**src/rtl/ov7670_stream_gen.sv**
```systemverilog
// Synthetic OV7670-style camera source: pclk/href/vsync framing with an
// RGB565 byte stream of selectable test patterns, high byte first.
module ov7670_stream_gen #(
  parameter int H_ACTIVE    = 320,
  parameter int V_ACTIVE    = 240,
  parameter int H_BLANK     = 144,
  parameter int VSYNC_LINES = 3,
  parameter int V_BACK      = 17,
  parameter int V_FRONT     = 10
) (
  input  logic        clk,
  input  logic        reset,
  input  logic        enable,
  input  logic [1:0]  mode,
  input  logic [15:0] fixed_color,
  output logic        pclk,
  output logic        href,
  output logic        vsync,
  output logic [7:0]  data,
  output logic        busy,
  output logic        frame_done
);

  localparam logic [10:0] H_ACT2 = 11'(2 * H_ACTIVE);
  localparam logic [10:0] H_LAST = 11'(2 * H_ACTIVE + H_BLANK - 1);
  localparam logic [6:0]  BAR_LAST = 7'(H_ACTIVE / 8 - 1);

  typedef enum logic [2:0] {
    S_IDLE, S_VSYNC, S_VBACK, S_ACTIVE, S_VFRONT
  } state_t;

  // Zero-line phases are skipped at compile time.
  localparam state_t S_START = (VSYNC_LINES > 0) ? S_VSYNC :
                               (V_BACK > 0) ? S_VBACK : S_ACTIVE;
  localparam state_t S_LAST  = (V_FRONT > 0) ? S_VFRONT : S_ACTIVE;

  state_t      state, state_nx;
  logic [10:0] h_cnt;
  logic [9:0]  v_cnt;
  logic [9:0]  v_last;
  logic [6:0]  bar_px;
  logic [2:0]  bar_idx;
  logic [7:0]  frame_cnt;
  logic [1:0]  mode_q;
  logic [15:0] color_q;
  logic [15:0] pix;
  logic        tick, line_end, state_end, frame_end;

  assign tick      = pclk;
  assign line_end  = (h_cnt == H_LAST);
  assign state_end = line_end && (v_cnt == v_last);
  assign frame_end = state_end && (state == S_LAST);

  always_comb begin
    v_last = '0;
    unique case (state)
      S_VSYNC:  v_last = 10'(VSYNC_LINES - 1);
      S_VBACK:  v_last = 10'(V_BACK - 1);
      S_ACTIVE: v_last = 10'(V_ACTIVE - 1);
      S_VFRONT: v_last = 10'(V_FRONT - 1);
      default:  v_last = '0;
    endcase
  end

  always_ff @(posedge clk or posedge reset) begin
    if (reset) pclk <= 1'b0;
    else       pclk <= ~pclk;
  end

  always_ff @(posedge clk or posedge reset) begin
    if (reset) state <= S_IDLE;
    else       state <= state_nx;
  end

  always_comb begin
    state_nx = state;
    if (tick) begin
      if (state == S_IDLE) begin
        if (enable) state_nx = S_START;
      end else if (frame_end) begin
        state_nx = enable ? S_START : S_IDLE;
      end else if (state_end) begin
        unique case (state)
          S_VSYNC:  state_nx = (V_BACK > 0) ? S_VBACK : S_ACTIVE;
          S_VBACK:  state_nx = S_ACTIVE;
          S_ACTIVE: state_nx = S_VFRONT;
          default:  state_nx = S_IDLE;
        endcase
      end
    end
  end

  always_ff @(posedge clk or posedge reset) begin
    if (reset) begin
      h_cnt      <= '0;
      v_cnt      <= '0;
      bar_px     <= '0;
      bar_idx    <= '0;
      frame_cnt  <= '0;
      mode_q     <= '0;
      color_q    <= '0;
      frame_done <= 1'b0;
    end else begin
      frame_done <= tick && frame_end;
      if (tick) begin
        if (state == S_IDLE || line_end) begin
          h_cnt   <= '0;
          bar_px  <= '0;
          bar_idx <= '0;
        end else begin
          h_cnt <= h_cnt + 11'd1;
          // bar position tracks pixel boundaries so no divider is needed
          if (h_cnt[0] && h_cnt < H_ACT2) begin
            if (bar_px == BAR_LAST) begin
              bar_px  <= '0;
              bar_idx <= bar_idx + 3'd1;
            end else begin
              bar_px <= bar_px + 7'd1;
            end
          end
        end
        if (state == S_IDLE || state_end) v_cnt <= '0;
        else if (line_end)                v_cnt <= v_cnt + 10'd1;
        if ((state == S_IDLE || frame_end) && enable) begin
          mode_q  <= mode;
          color_q <= fixed_color;
        end
        if (frame_end) frame_cnt <= frame_cnt + 8'd1;
      end
    end
  end

  always_comb begin
    pix = '0;
    unique case (mode_q)
      2'd0: begin
        unique case (bar_idx)
          3'd0: pix = 16'hFFFF;
          3'd1: pix = 16'hFFE0;
          3'd2: pix = 16'h07FF;
          3'd3: pix = 16'h07E0;
          3'd4: pix = 16'hF81F;
          3'd5: pix = 16'hF800;
          3'd6: pix = 16'h001F;
          default: pix = 16'h0000;
        endcase
      end
      2'd1: pix = {h_cnt[9:5], v_cnt[7:2], frame_cnt[4:0]};
      2'd2: pix = (h_cnt[4] ^ v_cnt[3]) ? 16'hFFFF : 16'h0000;
      default: pix = color_q;
    endcase
  end

  always_comb begin
    href  = (state == S_ACTIVE) && (h_cnt < H_ACT2);
    vsync = (state == S_VSYNC);
    busy  = (state != S_IDLE);
    data  = '0;
    if (href) data = h_cnt[0] ? pix[7:0] : pix[15:8];
  end

endmodule

```
**config.mk**
```make
export PLATFORM = sky130hd
export DESIGN_NAME = ov7670_stream_gen
export DESIGN_NICKNAME = d
export VERILOG_FILES = /design/src/rtl/ov7670_stream_gen.sv
export SDC_FILE = /design/constraint.sdc
export NUM_CORES = 1
export LEC_CHECK = 0
export ABC_AREA = 1
export CORE_MARGIN = 1.5
export CORE_UTILIZATION = 60
export CTS_BUF_LIST = sky130_fd_sc_hd__clkbuf_4 sky130_fd_sc_hd__clkbuf_8
export DETAILED_ROUTE_END_ITERATION = 12
export PLACE_DENSITY = 0.86
export SLEW_MARGIN = 40
export SYNTH_ARGS = -nofsm -noshare
export SYNTH_HDL_FRONTEND = slang
export SYNTH_SLANG_ARGS = --single-unit
```
**constraint.sdc**
```tcl
create_clock -name clk -period 2.5 [get_ports clk]
set_input_delay 0.5 -clock clk [delete_from_list [all_inputs] [get_ports clk]]
set_output_delay 0.5 -clock clk [all_outputs]
set_load 0.01 [all_outputs]
```
; Word-level counts from Yosys, hierarchy flattened
; Cells that the tools add are included.
[totals]
register_bits = 62
output_inout_bits = 13
elab_cells = 78
[classes]
add_sub_neg = 5
order_cmp = 1
n_eq_ne = 16
mux = 21
n_bitwise = 2
n_reduce_logical = 23
[ops]
columns = cell, count
row1 = $pmux W16 S7, 1
row2 = $pmux W16 S3, 1
row3 = $pmux W8 S4, 1
row4 = $mux W3, 7
row5 = $mux W7, 3
row6 = $mux W10, 2
row7 = $mux W16, 1
row8 = $mux W8, 2
row9 = $eq A3 B2 Y1 const B, 4
row10 = $eq A3 B3 Y1 const B, 4
row11 = $add A11 B1 Y11 const B, 1
row12 = $eq A11 B10 Y1 const B, 1
row13 = $lt A11 B10 Y1 const B, 1
row14 = $mux W11, 1
row15 = $add A10 B1 Y10 const B, 1
row16 = $eq A10 B10 Y1, 1
row17 = $pmux W3 S3, 1
row18 = $add A8 B1 Y8 const B, 1
row19 = $reduce_and A2 Y1, 4
row20 = $add A7 B1 Y7 const B, 1
row21 = $eq A7 B6 Y1 const B, 1
row22 = $eq A3 B1 Y1 const B, 2
row23 = $logic_and A1 B1 Y1, 6
row24 = $logic_not A3 Y1, 2
row25 = other kinds (12), 18

; Logic depth before layout (Yosys ltp)
[depth]
depth_word = 8
ltp_mapped = 14
ltp_nobuf = 12

; Worst setup path after synthesis
; No wires, ideal clock.
[synth_timing]
path_kind = flip-flop to output port
start = register bar_idx[0]
end = output data[0]
arrival_ns = 1.486
slack_ns = 0.514
path_stages_with_launch = 9
cell_sequence = dfrtp_1 > ha_1 > ha_1 > o21ai_0 > a21oi_1 > nor2_1 > o21ai_0 > a21oi_1 > nor2_1
[synth_via]
elab_chain_cells = 5
elab_cells_between_ends = 11
classes_between = 6 x eq/ne / 4 x mux / 1 x reduce/logical
[synth_rtl]
columns = element, line_no
row1 = start: declaration, 42  ; logic [2:0] bar_idx;
row2 = start signal: assignment, 116  ; bar_idx <= bar_idx + 3'd1;
row3 = "$eq A3 B3 Y1, or another cell as far along", 137  ; unique case (bar_idx)
row4 = $pmux W16 S7 *, 137
row5 = $pmux W16 S3 *, 135  ; unique case (mode_q)
row6 = $mux W8 * (2 in series), 159  ; if (href) data = h_cnt[0] ? pix[7:0] : pix[15:8];
row7 = end: declaration, 19  ; output logic [7:0] data,
; Mark *: on every way between the ends. The rest lies on a longest branch, timed or not.

; Final worst setup path
[layout_timing]
start = register mode_q[0]
end = output data[4]
[layout_via]
elab_chain_cells = 4
elab_cells_between_ends = 6
classes_between = 2 x eq/ne / 3 x mux / 1 x reduce/logical
[layout_rtl]
columns = element, line_no
row1 = start: declaration, 44  ; logic [1:0] mode_q;
row2 = start signal: assignment, 125  ; mode_q <= mode;
row3 = "$eq A2 B2 Y1, or another cell as far along", 135
row4 = $pmux W16 S3 *, 135
row5 = $mux W8 * (2 in series), 159
; Marks and branches as above.

==> flow_metrics.env <==
export IMPL_cts_tree="done"
export IMPL_synth_area_per_cell_um2=7.09
export IMPL_utilization_pct=75.1
export IMPL_yosysWarnings=0
export IMPL_maxCapViolations=0
export IMPL_yosysSeqAreaShare_pct=40.9
export IMPL_yosys_area_top_type_share_pct=40.9
export IMPL_ys_flop_type="dfrtp_1"
export IMPL_relSlewSlack_pct=64.3
export IMPL_synth_commonest_cells="132 x nand2_1, 62 x nand3_1, 59 x dfrtp_1, 58 x inv_1, 56 x nor2_1"
export IMPL_required_ns=2.00
export IMPL_port_buffers=33
export IMPL_synthCells=509
export IMPL_synthTopCellsByArea="dfrtp_1 41%, nand2_1 14%, nand3_1 8.6%"
export IMPL_finalSetupViolCount=3
export IMPL_drc_errors=0
export IMPL_fillers=425
export IMPL_cts_path_max_buffers=2
export IMPL_drv_slew=0
export IMPL_fin_skew_ns=0.00966
export IMPL_detail_route_vias_per_cell=5.92
export IMPL_antenna_found_initial=0
export IMPL_die_h_um=80.6
export IMPL_status="finished with violations"
export IMPL_grt_start_max_net_pins=60
export IMPL_synth_cell_type_count=28
export IMPL_timing_final_crit_share_pct=103
export IMPL_num_rows=28
export IMPL_irDropWorstVdd_mv=0.347
export IMPL_grt_usage_pct=31.1
export IMPL_clkLatencyLatePin_ns=0.35
export IMPL_tightest_slew_ns=0.530
export IMPL_start_util_pct=61.7
export IMPL_p_per_area_nw_per_um2=427
export IMPL_wl_per_cell_um=15.9
export IMPL_io_pins=34
export IMPL_grt_pass1_wl_um=15300
export IMPL_ys_ff_latch=59
export IMPL_routed_wirelength_um=10200
export IMPL_synth_top_cell_by_area="dfrtp_1"
export IMPL_first_pass_iters=8
export IMPL_die_area_um2=6490
export IMPL_numClockSinks=59
export IMPL_numCtsBuffers=9
export IMPL_htree_levels=3
export IMPL_synth_async_reset_ratio_pct=100
export IMPL_nNetsFinal=591
export IMPL_violations="setup timing"
export IMPL_path_class="reg2out"
export IMPL_gp_congestion=0.957
export IMPL_grt_setup_unrepaired="yes"
export IMPL_crit_arrival_ns=2.07
export IMPL_tns_ns=-0.175
export IMPL_dpl_hpwl_um=6850
export IMPL_syn_num_nets=539
export IMPL_hold_viol_final=0
export IMPL_end_kind="output port"
export IMPL_cts_root_buf="clkbuf_8"
export IMPL_ant_nets=0
export IMPL_diodes=0
export IMPL_min_period_ns=2.57
export IMPL_core_region_area_um2=5850
export IMPL_synth_edff_count=0
export IMPL_clkTransAtPathRegs_ns=0.07
export IMPL_area_delta_synth_final_pct=21.7
export IMPL_yosysMostFrequentCell="nand2_1"
export IMPL_p_leak_uw=0.00217
export IMPL_fmax_ghz=0.389
export IMPL_syn_area_um2=3610
export IMPL_postCtsHoldBufs=0
export IMPL_hold_path_class="reg2reg"
export IMPL_die_x_um=80.6
export IMPL_vias=3791
export IMPL_grt_overflow_total=0
export IMPL_start_kind="register"
export IMPL_path_max_fanout=3
export IMPL_drive_above_1_share_pct=14.3
export IMPL_first_iter_violations=445
export IMPL_setup_slack_ns=-0.0715
export IMPL_grt_pass1_vias=3255
## power breakdown
group	switching [µW]	internal (µW)
Combinational	29.6	31.1
Sequential	0	954
Clock	398	462
## logic make-up (layout without fill, tap and decap cells)
| logic type | count (synthesis) | count (layout) | share of synthesized area (%) |
|---|---|---|---|
| AND/OR/NAND/NOR | 286 | 286 | 34.5 |
| AO/OA/AOI/OAI | 73 | 73 | 11.0 |
| buffers and inverters | 73 | 129 | 8.29 |
| flip-flops | 59 | 59 | 40.9 |
| adder cells (fa/ha/maj) | 9 | 9 | 3.12 |
| XOR/XNOR | 9 | 9 | 2.18 |
## area by class of cell
cell class	instances	area, µm²	area share, %
Tap cell	75	93.8	2.14
Inverter	60	228	5.18
Multi-Input combinational cell	377	1940	44.2
Clock inverter	5	55.1	1.25
Clock buffer	10	131	2.99
Timing Repair Buffer	54	464	10.6
Sequential cell	59	1480	33.7
## metal layers
| layer | up-vias | global-route usage [%] | wire, µm |
|---|---|---|---|
| met4 | 0 | 12.4 | 236 |
| met2 | 217 | 47.8 | 4820 |
| met1 | 1773 | 43.7 | 4230 |
| met3 | 27 | 5.00 | 907 |
| met5 | - | 0 | 0 |
| li1 | 1774 | - | - |
## registers in the layout, indices dropped and copies added, names as in the netlist
register    count
pclk            1
bar_idx         3
bar_px          7
mode_q          2
frame_cnt       5
state           3
h_cnt          11
color_q        16
v_cnt          10
frame_done      1
## cell usage in the layout (no fill, tap or decap), types with 2 or more instances in the layout
master,count
nand2_1,131
nand3_1,62
dfrtp_1,56
inv_1,54
nor2_1,49
o21ai_0,27
clkdlybuf4s50_1,25
buf_4,19
a21oi_1,18
nand4_1,13
o21ai_1,10
o211ai_1,10
nor3_1,9
xor2_1,9
clkbuf_8,9
buf_2,7
nor2_2,6
inv_2,5
or2_2,5
ha_4,5
ha_1,4
nand2_2,3
nor4_1,3
a21oi_2,3
dfrtp_2,3
nand2_4,2
nor2_4,2
clkinvlp_4,2
clkinv_2,2
## repair_timing
| action | in CTS | in global routing |
|---|---|---|
| pin swaps | 16 | 14 |
| setup endpoints to repair | 8 | 8 |
| gates resized for setup | 46 | 28 |
| setup buffers | 1 | 2 |
## worst paths after layout
kind / startpoint / endpoint / slack [ns] / depth (start not counted)
worst max-delay path: mode_q[0]$_DFFE_PP0P_ / data[4] / -0.07 / 8
worst min-delay path: color_q[8]$_DFFE_PP0P_ / color_q[8]$_DFFE_PP0P_ / 0.48 / 2
worst max register to register: h_cnt[0]$_DFFE_PP0P_ / bar_idx[0]$_DFFE_PP0P_ / 0.33 / 12
worst min register to register: color_q[8]$_DFFE_PP0P_ / color_q[8]$_DFFE_PP0P_ / 0.48 / 2
max in group asynchronous: reset / h_cnt[4]$_DFFE_PP0P_ / 1.69 / 3
min in group asynchronous: reset / color_q[2]$_DFFE_PP0P_ / 0.51 / 3
## worst max-delay path, cell delays in order, from the launching register on
cell and delay (ns):
dfrtp_1 0.41, or2_2 0.34, nor2_2 0.15, nor2_2 0.06, buf_4 0.13, o21ai_0 0.08, o211ai_1 0.18, a21oi_1 0.21
clkbuf_2 0.16
## per-stage QoR
| stage | setup WS, ns | cell area (µm²) | hold slack, ns | std cells | power, µW |
|---|---|---|---|---|---|
| after floorplan | 0.514 | 3610 | 0.434 | 509 | 991 |
| after global placement | 0.0179 | 4110 | 0.448 | 623 | 1030 |
| after detailed placement | -0.0557 | 4110 | 0.462 | 623 | 1030 |
| after CTS | -0.0325 | 4300 | 0.477 | 639 | 1870 |
| after global routing | -0.141 | 4390 | 0.488 | 640 | 1920 |
| final | -0.0715 | 4390 | 0.478 | 640 | 1880 |
No activity file was read; power rests on OpenSTA's default activity.
